`src/rtl/world_map_arbiter.sv`:
```
// Shares the single-port world-map RAM between the fixed-latency video fetch and the bot port.
// Optional starvation guard is built when WORLD_MAP_ARB_STARVE_GUARD_EN is defined.
module world_map_arbiter #(
    parameter int ADDR_W       = 14,
    parameter int DATA_W       = 2,
    parameter int STARVE_LIMIT = 1024
) (
    input  logic              clk,
    input  logic              reset,
    input  logic              vidReq,
    input  logic [ADDR_W-1:0] vidAddr,
    output logic [DATA_W-1:0] vidData,
    output logic              vidValid,
    input  logic              botReq,
    input  logic              botWe,
    input  logic [ADDR_W-1:0] botAddr,
    input  logic [DATA_W-1:0] botWrData,
    output logic [DATA_W-1:0] botRdData,
    output logic              botAck,
    output logic [ADDR_W-1:0] ramAddr,
    output logic              ramWe,
    output logic [DATA_W-1:0] ramWrData,
    input  logic [DATA_W-1:0] ramRdData,
    output logic              starveErr
);
    localparam logic [1:0] B_IDLE = 2'd0;
    localparam logic [1:0] B_PEND = 2'd1;
    localparam logic [1:0] B_BUSY = 2'd2;
    localparam logic [1:0] B_DONE = 2'd3;

    // Bot handshake: botReq is a level held until botAck; botAck is a one-cycle pulse, and a
    // botReq still high after botAck must fall before the next request is accepted.
    logic [1:0]        bot_state_q, bot_state_d;
    logic [ADDR_W-1:0] ram_addr_q, ram_addr_d;
    logic              ram_we_q, ram_we_d;
    logic [DATA_W-1:0] ram_wr_data_q, ram_wr_data_d;
    logic              s1_valid_q, s1_valid_d;
    logic              s1_owner_q, s1_owner_d;
    logic              s2_valid_q, s2_owner_q;
    logic [DATA_W-1:0] vid_data_q, vid_data_d;
    logic              vid_valid_q, vid_valid_d;
    logic [DATA_W-1:0] bot_rd_data_q, bot_rd_data_d;
    logic              bot_ack_q, bot_ack_d;
    logic              bot_grant;

    always_comb begin
        bot_grant = !vidReq &&
                    (((bot_state_q == B_IDLE) && botReq) || (bot_state_q == B_PEND));
    end

    always_comb begin
        bot_state_d = bot_state_q;
        case (bot_state_q)
            B_IDLE:  if (botReq) bot_state_d = vidReq ? B_PEND : B_BUSY;
            B_PEND:  if (!vidReq) bot_state_d = B_BUSY;
            B_BUSY:  if (bot_ack_q) bot_state_d = B_DONE;
            B_DONE:  if (!botReq) bot_state_d = B_IDLE;
            default: bot_state_d = B_IDLE;
        endcase
    end

    // Owner bit in the tag pipeline: 1 = bot read, 0 = video read.
    always_comb begin
        ram_addr_d    = ram_addr_q;
        ram_we_d      = 1'b0;
        ram_wr_data_d = ram_wr_data_q;
        if (vidReq) begin
            ram_addr_d = vidAddr;
        end else if (bot_grant) begin
            ram_addr_d    = botAddr;
            ram_we_d      = botWe;
            ram_wr_data_d = botWrData;
        end
        s1_valid_d = vidReq || (bot_grant && !botWe);
        s1_owner_d = !vidReq;

        vid_valid_d   = s2_valid_q && !s2_owner_q;
        vid_data_d    = vid_valid_d ? ramRdData : vid_data_q;
        bot_ack_d     = (bot_grant && botWe) || (s2_valid_q && s2_owner_q);
        bot_rd_data_d = (s2_valid_q && s2_owner_q) ? ramRdData : bot_rd_data_q;
    end

    always_ff @(posedge clk) begin
        if (reset) begin
            bot_state_q   <= B_IDLE;
            ram_addr_q    <= '0;
            ram_we_q      <= 1'b0;
            ram_wr_data_q <= '0;
            s1_valid_q    <= 1'b0;
            s1_owner_q    <= 1'b0;
            s2_valid_q    <= 1'b0;
            s2_owner_q    <= 1'b0;
            vid_data_q    <= '0;
            vid_valid_q   <= 1'b0;
            bot_rd_data_q <= '0;
            bot_ack_q     <= 1'b0;
        end else begin
            bot_state_q   <= bot_state_d;
            ram_addr_q    <= ram_addr_d;
            ram_we_q      <= ram_we_d;
            ram_wr_data_q <= ram_wr_data_d;
            s1_valid_q    <= s1_valid_d;
            s1_owner_q    <= s1_owner_d;
            s2_valid_q    <= s1_valid_q;
            s2_owner_q    <= s1_owner_q;
            vid_data_q    <= vid_data_d;
            vid_valid_q   <= vid_valid_d;
            bot_rd_data_q <= bot_rd_data_d;
            bot_ack_q     <= bot_ack_d;
        end
    end

`ifdef WORLD_MAP_ARB_STARVE_GUARD_EN
    logic [15:0] wait_cnt_q, wait_cnt_d;
    logic        starve_err_q, starve_err_d;

    always_comb begin
        wait_cnt_d = wait_cnt_q;
        if (bot_grant) begin
            wait_cnt_d = '0;
        end else if ((bot_state_q == B_PEND) && (wait_cnt_q != 16'hFFFF)) begin
            wait_cnt_d = wait_cnt_q + 16'd1;
        end
        starve_err_d = starve_err_q || (wait_cnt_q >= 16'(STARVE_LIMIT));
    end

    always_ff @(posedge clk) begin
        if (reset) begin
            wait_cnt_q   <= '0;
            starve_err_q <= 1'b0;
        end else begin
            wait_cnt_q   <= wait_cnt_d;
            starve_err_q <= starve_err_d;
        end
    end

    assign starveErr = starve_err_q;
`else
    logic [31:0] unused_starve_limit;
    assign unused_starve_limit = 32'(STARVE_LIMIT);
    assign starveErr = 1'b0;
`endif

    assign ramAddr   = ram_addr_q;
    assign ramWe     = ram_we_q;
    assign ramWrData = ram_wr_data_q;
    assign vidData   = vid_data_q;
    assign vidValid  = vid_valid_q;
    assign botRdData = bot_rd_data_q;
    assign botAck    = bot_ack_q;
endmodule
```
`config.mk`:
```
export PLATFORM = sky130hd
export DESIGN_NAME = world_map_arbiter
export DESIGN_NICKNAME = d
export VERILOG_FILES = /design/src/rtl/world_map_arbiter.sv
export SDC_FILE = /design/constraint.sdc
export NUM_CORES = 1
export LEC_CHECK = 0
export CORE_AREA = 2 2 56 58
export CTS_BUF_LIST = sky130_fd_sc_hd__clkbuf_4 sky130_fd_sc_hd__clkbuf_8
export DETAILED_ROUTE_END_ITERATION = 12
export DIE_AREA = 0 0 58 60
export DONT_BUFFER_PORTS = 1
export PLACE_DENSITY = 0.62
export SYNTH_ARGS = -nofsm -noshare
export SYNTH_HDL_FRONTEND = slang
export SYNTH_SLANG_ARGS = --single-unit
```
`constraint.sdc`:
```
create_clock -name clk -period 4.9 [get_ports clk]
set_input_delay 0.245 -clock clk [delete_from_list [all_inputs] [get_ports clk]]
set_output_delay 0.245 -clock clk [all_outputs]
set_load 0.05 [all_outputs]
```
==> flow_metrics.tcl, run 1 <==
set metrics [dict create \
    status "finished, final reports clean" \
    clk_pin_slew_ns 0.08 \
    ys_async_sr_fraction 0 \
    hold-worst-slack_ns 0.0213 \
    ys.flop_type "dfxtp_1" \
    cp.arrival_ns 2.23 \
    cts_htree_levels 2 \
    cpLargestDelayFamily "compound AO/OA/AOI/OAI gates" \
    viasPerCell 5.53 \
    io_buffers 0 \
    grt_max_degree 29 \
    worst_clock_skew_ns 0.00431 \
    pwr-share-clk 0.183 \
    area_growth_pct 4.79 \
    cts_buffers 5 \
    initial_core_util 0.468 \
    cpPeakStageDelay_ns 0.84 \
    pin_count 61 \
    finalSetupViolCount 0 \
    ys_ff_latch 29 \
    irDropWorstVdd_mv 0.323 \
    hold_path.class "in -> reg" \
    m1WireLength_mm 1.03 \
    wl_per_cell_um 15.1 \
    pwr-share-seq 0.535 \
    switchingPower_uw 335 \
    dp_hpwl_mm 1.76 \
    route.met2.wl_mm 1.15 \
    root_buffer "clkbuf_4" \
    antenna_found_initial 0 \
    slew_viol_final 0 \
    synth_area_um2 1360 \
    die-height_um 60 \
    n_antenna_cell 0 \
    slowest_stage "a211o_1" \
    rsz0062_at_grt "no" \
    crit_fanout 28 \
    wl_met3_um 250 \
    required_ns 5.13 \
    crit_chain "inv_1, ha_1, a211o_1, nor2_1, a211oi_2" \
    cts_sinks 29 \
    remaining_drc_errors 0 \
    timing.slew.headroom 0.308 \
    finalCriticalPeriod_ns 2.00 \
    clock_latency_ns 0.31 \
    cts_tree "yes" \
    synthCells 132 \
    p_sw_frac 0.426 \
    p_int_uw 451 \
    setup_tns_ns 0 \
    vias 912 \
    nNetsFinal 174 \
    p_per_area_nw_per_um2 551 \
    synth_fp_nets 174 \
    critPathBufInv 1 \
    cts_buffer_depth 2 \
    maxCapViolCount 0 \
    p_leak_uw 0.000604 \
    min_period_over_period 0.408 \
    routed.top_layer "met4" \
    ant_nets 0 \
    ys_types 25 \
    synth_edf_count 0 \
    grt_pass1_vias 922 \
    fp.dieW_um 58 \
    grt_use_total 0.159 \
    grt_pass1_wl_mm 4.00 \
    yosysSeqAreaShare 0.427 \
    die_area_um2 3480 \
    syn_avg_cell_area_um2 10.3 \
    criticalPathCategory "reg -> reg" \
    firstDrtPassIters 4 \
    hold_viol 0 \
    fp.coreArea_um2 2900 \
    max_freq_mhz 501 \
    power_uw 785 \
    drt-total-wl_mm 2.49 \
    worstSetupStartpointType "flip-flop" \
    gp_routability_congestion 0.708 \
    drive_above_1_share 0.189 \
    tightest_slew_ns 1.04 \
    critPathCaptureType "flip-flop" \
    yosysWarnings 0 \
    postCtsSetupRepairBufs 0 \
    rows 20 \
    grt_overflow 0 \
    first_iter_violations 31 \
    combPwrFrac 0.282 \
]
repair_timing:
action / CTS / global route
hold buffers: 2 / 1
resized for setup: 0 / 0
hold endpoints to repair: 25 / 1
power by group through the flow:
| stage | clock network (uW) | registers [uW] | logic (uW) |
|---|---|---|---|
| 2_1_floorplan | 0 | 418 | 211 |
| 3_3_place_gp | 0 | 425 | 203 |
| 3_5_place_dp | 0 | 425 | 216 |
| 4_1_cts | 151 | 421 | 223 |
| 5_1_grt | 162 | 425 | 248 |
| 6_report | 144 | 420 | 222 |
final timing paths:
path | slack, ns | to | depth (start not counted) | from
worst min register to register | 0.44 | s2_owner_q$_SDFF_PP0_ | 1 | s1_owner_q$_SDFF_PP0_
worst min-delay path | 0.02 | ramWe$_SDFF_PP0_ | 1 | vidReq
worst max-delay path | 2.90 | ramAddr[4]$_SDFFE_PP0P_ | 5 | bot_state_q[0]$_SDFFE_PP0P_
worst max register to register | 2.90 | ramAddr[4]$_SDFFE_PP0P_ | 5 | bot_state_q[0]$_SDFFE_PP0P_
state kept, by name, summed over array words and instances (netlist names):
signal / cells
s2_owner_q: 1
bot_state_q: 2
ramAddr: 14
s1_valid_q: 1
botRdData: 2
botAck: 1
s2_valid_q: 1
vidValid: 1
vidData: 2
ramWrData: 2
ramWe: 1
s1_owner_q: 1
layout make-up:
type	count	area [um^2]
Fill cell	281	1480
Sequential cell	29	581
Inverter	5	18.8
Tap cell	33	41.3
Multi-Input combinational cell	88	684
Timing Repair Buffer	3	40.0
Clock buffer	7	58.8
Yosys cell counts (2+ instances only):
cell type  count  area share
a211oi_2      14        0.13
a21oi_1        7       0.026
buf_2          3       0.011
buf_6          4       0.033
clkbuf_1       2      0.0055
dfxtp_1       29        0.43
ha_1           5       0.046
inv_1          5       0.014
mux2i_1       17        0.13
nand2_1        3      0.0083
nand2b_1       3       0.014
nand3_1        4       0.015
nor2_1        22       0.061
nor2b_1        2      0.0092
o21ai_0        2      0.0074
per-stage QoR:
step           utilization  area (um^2)  cells  setup slack [ns]
2_1_floorplan            -         1360    132              3.31
3_3_place_gp         0.456         1330    155              3.07
3_5_place_dp         0.456         1330    155              2.90
4_1_cts              0.487         1410    164              2.89
5_1_grt              0.491         1420    165              2.71
6_report             0.491         1420    165              2.90
kinds of logic (layout without fill, tap and decap cells):
logic type               Yosys count  count (layout)  synth area share
adder cells (fa/ha/maj)            5               5            0.0460
buffers and inverters             15              15            0.0691
AO/OA/AOI/OAI                     27              27             0.191
other                              1               1           0.00276
AND/OR/NAND/NOR                   35              35             0.111
flip-flops                        29              29             0.427
multiplexers                      20              20             0.153
per-layer routing:
metal | global-route usage | vias up
met5 | 0 | -
met4 | 0.0831 | 0
met3 | 0.0887 | 8
met2 | 0.247 | 46
met1 | 0.174 | 408
li1 | - | 450
placed cells by master (no fill, tap or decap), drive strengths merged, types with 2 or more instances in the layout:
cell type / count
dfxtp: 29
nor2: 22
mux2i: 17
a211oi: 14
a21oi: 7
clkbuf: 7
inv: 5
ha: 5
nand3: 4
nand2b: 3
nand2: 3
mux2: 3
nor2b: 2
o21ai: 2
dlygate4sd3: 2
Power figures use the tool's default switching activity.
==> run 2: changes to the inputs <==
- clock period: 4.9 -> 1.9 ns (I/O delays scaled with it)
==> run 2 against run 1 <==
  * First-iteration DRC count stayed put
  * Final area is 4.9% higher
  * Sequential share of layout area shrank 1.9 points
  * Clock power grew to 2.7 times the previous value
  * Global-route usage up 0.68 points
  * Critical path type unchanged
  * Total power rose to 2.6 times the previous value
  * Die area did not move
  * Clock skew rose by 0.00066 ns
  * Via count increased by 9.5%
==> flow_metrics.tcl, run 2 (synthesis gave the netlist of run 1 again) <==
set metrics [dict create \
    io_buffers 0 \
    p_per_area_nw_per_um2 1390 \
    area_growth_pct 9.94 \
    finalCriticalPeriod_ns 1.72 \
    layout_common_cells "dfxtp_1, nor2_1, mux2i_1, a211oi_2, a21oi_1" \
    dp_hpwl_mm 1.74 \
    post_dp_cell_area_um2 1360 \
    antenna_found_initial 0 \
    drt-total-wl_mm 2.60 \
    crit_chain "inv_1, ha_1, mux2_4, a221oi_2, mux2_2" \
    layout_commonest_cell "dfxtp_1" \
    setup_tns_ns 0 \
    n_antenna_cell 0 \
    slew_viol_final 0 \
    clock_latency_ns 0.32 \
    hold_path.class "in -> reg" \
    crit_fanout 4 \
    die-height_um 60 \
    finalSetupViolCount 0 \
    viasPerCell 5.77 \
    firstDrtPassIters 5 \
    grt_max_degree 29 \
    fp.dieW_um 58 \
    pin_count 61 \
    multi_input_area_um2 684 \
    max_freq_mhz 582 \
    critPathCaptureType "flip-flop" \
    tightest_slew_ns 0.525 \
    hold_viol 0 \
    ant_nets 0 \
    grt_pass1_wl_mm 4.17 \
    nNetsFinal 182 \
    irDropWorstVdd_mv 0.757 \
    worst_clock_skew_ns 0.00497 \
    clk_pin_slew_ns 0.09 \
    remaining_drc_errors 0 \
    p_leak_uw 0.000641 \
    largest_reg_flops 14 \
    cpPeakStageDelay_ns 0.38 \
    drive_above_1_share 0.207 \
    grt_overflow 0 \
    min_period_over_period 0.905 \
    design_area_um2 1490 \
    first_iter_violations 31 \
    root_buffer "clkbuf_4" \
    final-seq-area_um2 581 \
    rsz0062_at_grt "no" \
    nFillCells 266 \
    cp.arrival_ns 1.93 \
    maxCapViolCount 0 \
    initial_core_util 0.468 \
    criticalPathCategory "reg -> reg" \
    wl_per_cell_um 15.0 \
    grt_use_total 0.166 \
    grt_pass1_vias 925 \
    worstSetupStartpointType "flip-flop" \
    required_ns 2.11 \
    timing.slew.headroom 0.650 \
    slowest_stage "dfxtp_1" \
    die_area_um2 3480 \
    vias 999 \
    cts_htree_levels 2 \
    gp_routability_congestion 0.742 \
    cts_buffer_depth 2 \
    fp.coreArea_um2 2900 \
    cts_sinks 29 \
    rows 20 \
    cts_buffers 5 \
    cts_tree "yes" \
    status "finished, final reports clean" \
]
run 2: cell types whose count changed in the layout (fill, tap and decap cells not counted), sizes merged:
cell | previous run | this run
buf | 1 | 5
dlygate4sd3 | 2 | 6
run 2: area by class of cell:
class | instances | share of cell area
Clock buffer | 7 | 0.0394
Inverter | 5 | 0.0126
Multi-Input combinational cell | 88 | 0.458
Sequential cell | 29 | 0.389
Tap cell | 33 | 0.0276
Timing Repair Buffer | 11 | 0.0737
run 2: layer usage:
layer	vias up	global-route usage	wire length, um
met1	463	0.167	990
met2	59	0.284	1280
li1	472	-	-
met5	-	0	0
met4	0	0.0764	45
met3	5	0.0866	281
run 2: through the flow:
step	std cells	power, uW	util	setup WS [ns]	hold slack (ns)
3_5_place_dp	159	1670	0.467	0.201	0.166
2_1_floorplan	132	1620	-	0.307	0.180
4_1_cts	173	2090	0.515	0.172	0.00796
3_3_place_gp	159	1640	0.467	0.274	0.165
6_report	173	2070	0.515	0.180	0.0155
5_1_grt	173	2200	0.515	0.0759	0.0218
run 2: power breakdown:
group	internal, uW	switching, uW
Combinational	276	354
Sequential	720	333
Clock	189	200
Total	1180	886
run 2: what timing repair did:
action	CTS	global route
hold endpoints to repair	28	0
hold buffers	7	0
gates resized for setup	0	0
setup buffers	0	0
setup endpoints to repair	0	0
run 2: critical path: cells and delay by family, from the launching register on:
kind                     cells  cell delay (ns)
flip-flops                   1             0.38
AO/OA/AOI/OAI                1             0.23
buffers and inverters        1             0.11
adder cells (fa/ha/maj)      1             0.25
multiplexers                 2             0.65
run 2: worst paths after layout:
| check | startpoint | to | slack [ns] | depth (start not counted) |
|---|---|---|---|---|
| min reg2reg | s1_valid_q$_SDFF_PP0_ | s2_valid_q$_SDFF_PP0_ | 0.45 | 1 |
| max | bot_state_q[0]$_SDFFE_PP0P_ | bot_state_q[0]$_SDFFE_PP0P_ | 0.18 | 5 |
| min | vidReq | ramWrData[0]$_SDFFE_PP0P_ | 0.02 | 2 |
| max reg2reg | bot_state_q[0]$_SDFFE_PP0P_ | bot_state_q[0]$_SDFFE_PP0P_ | 0.18 | 5 |
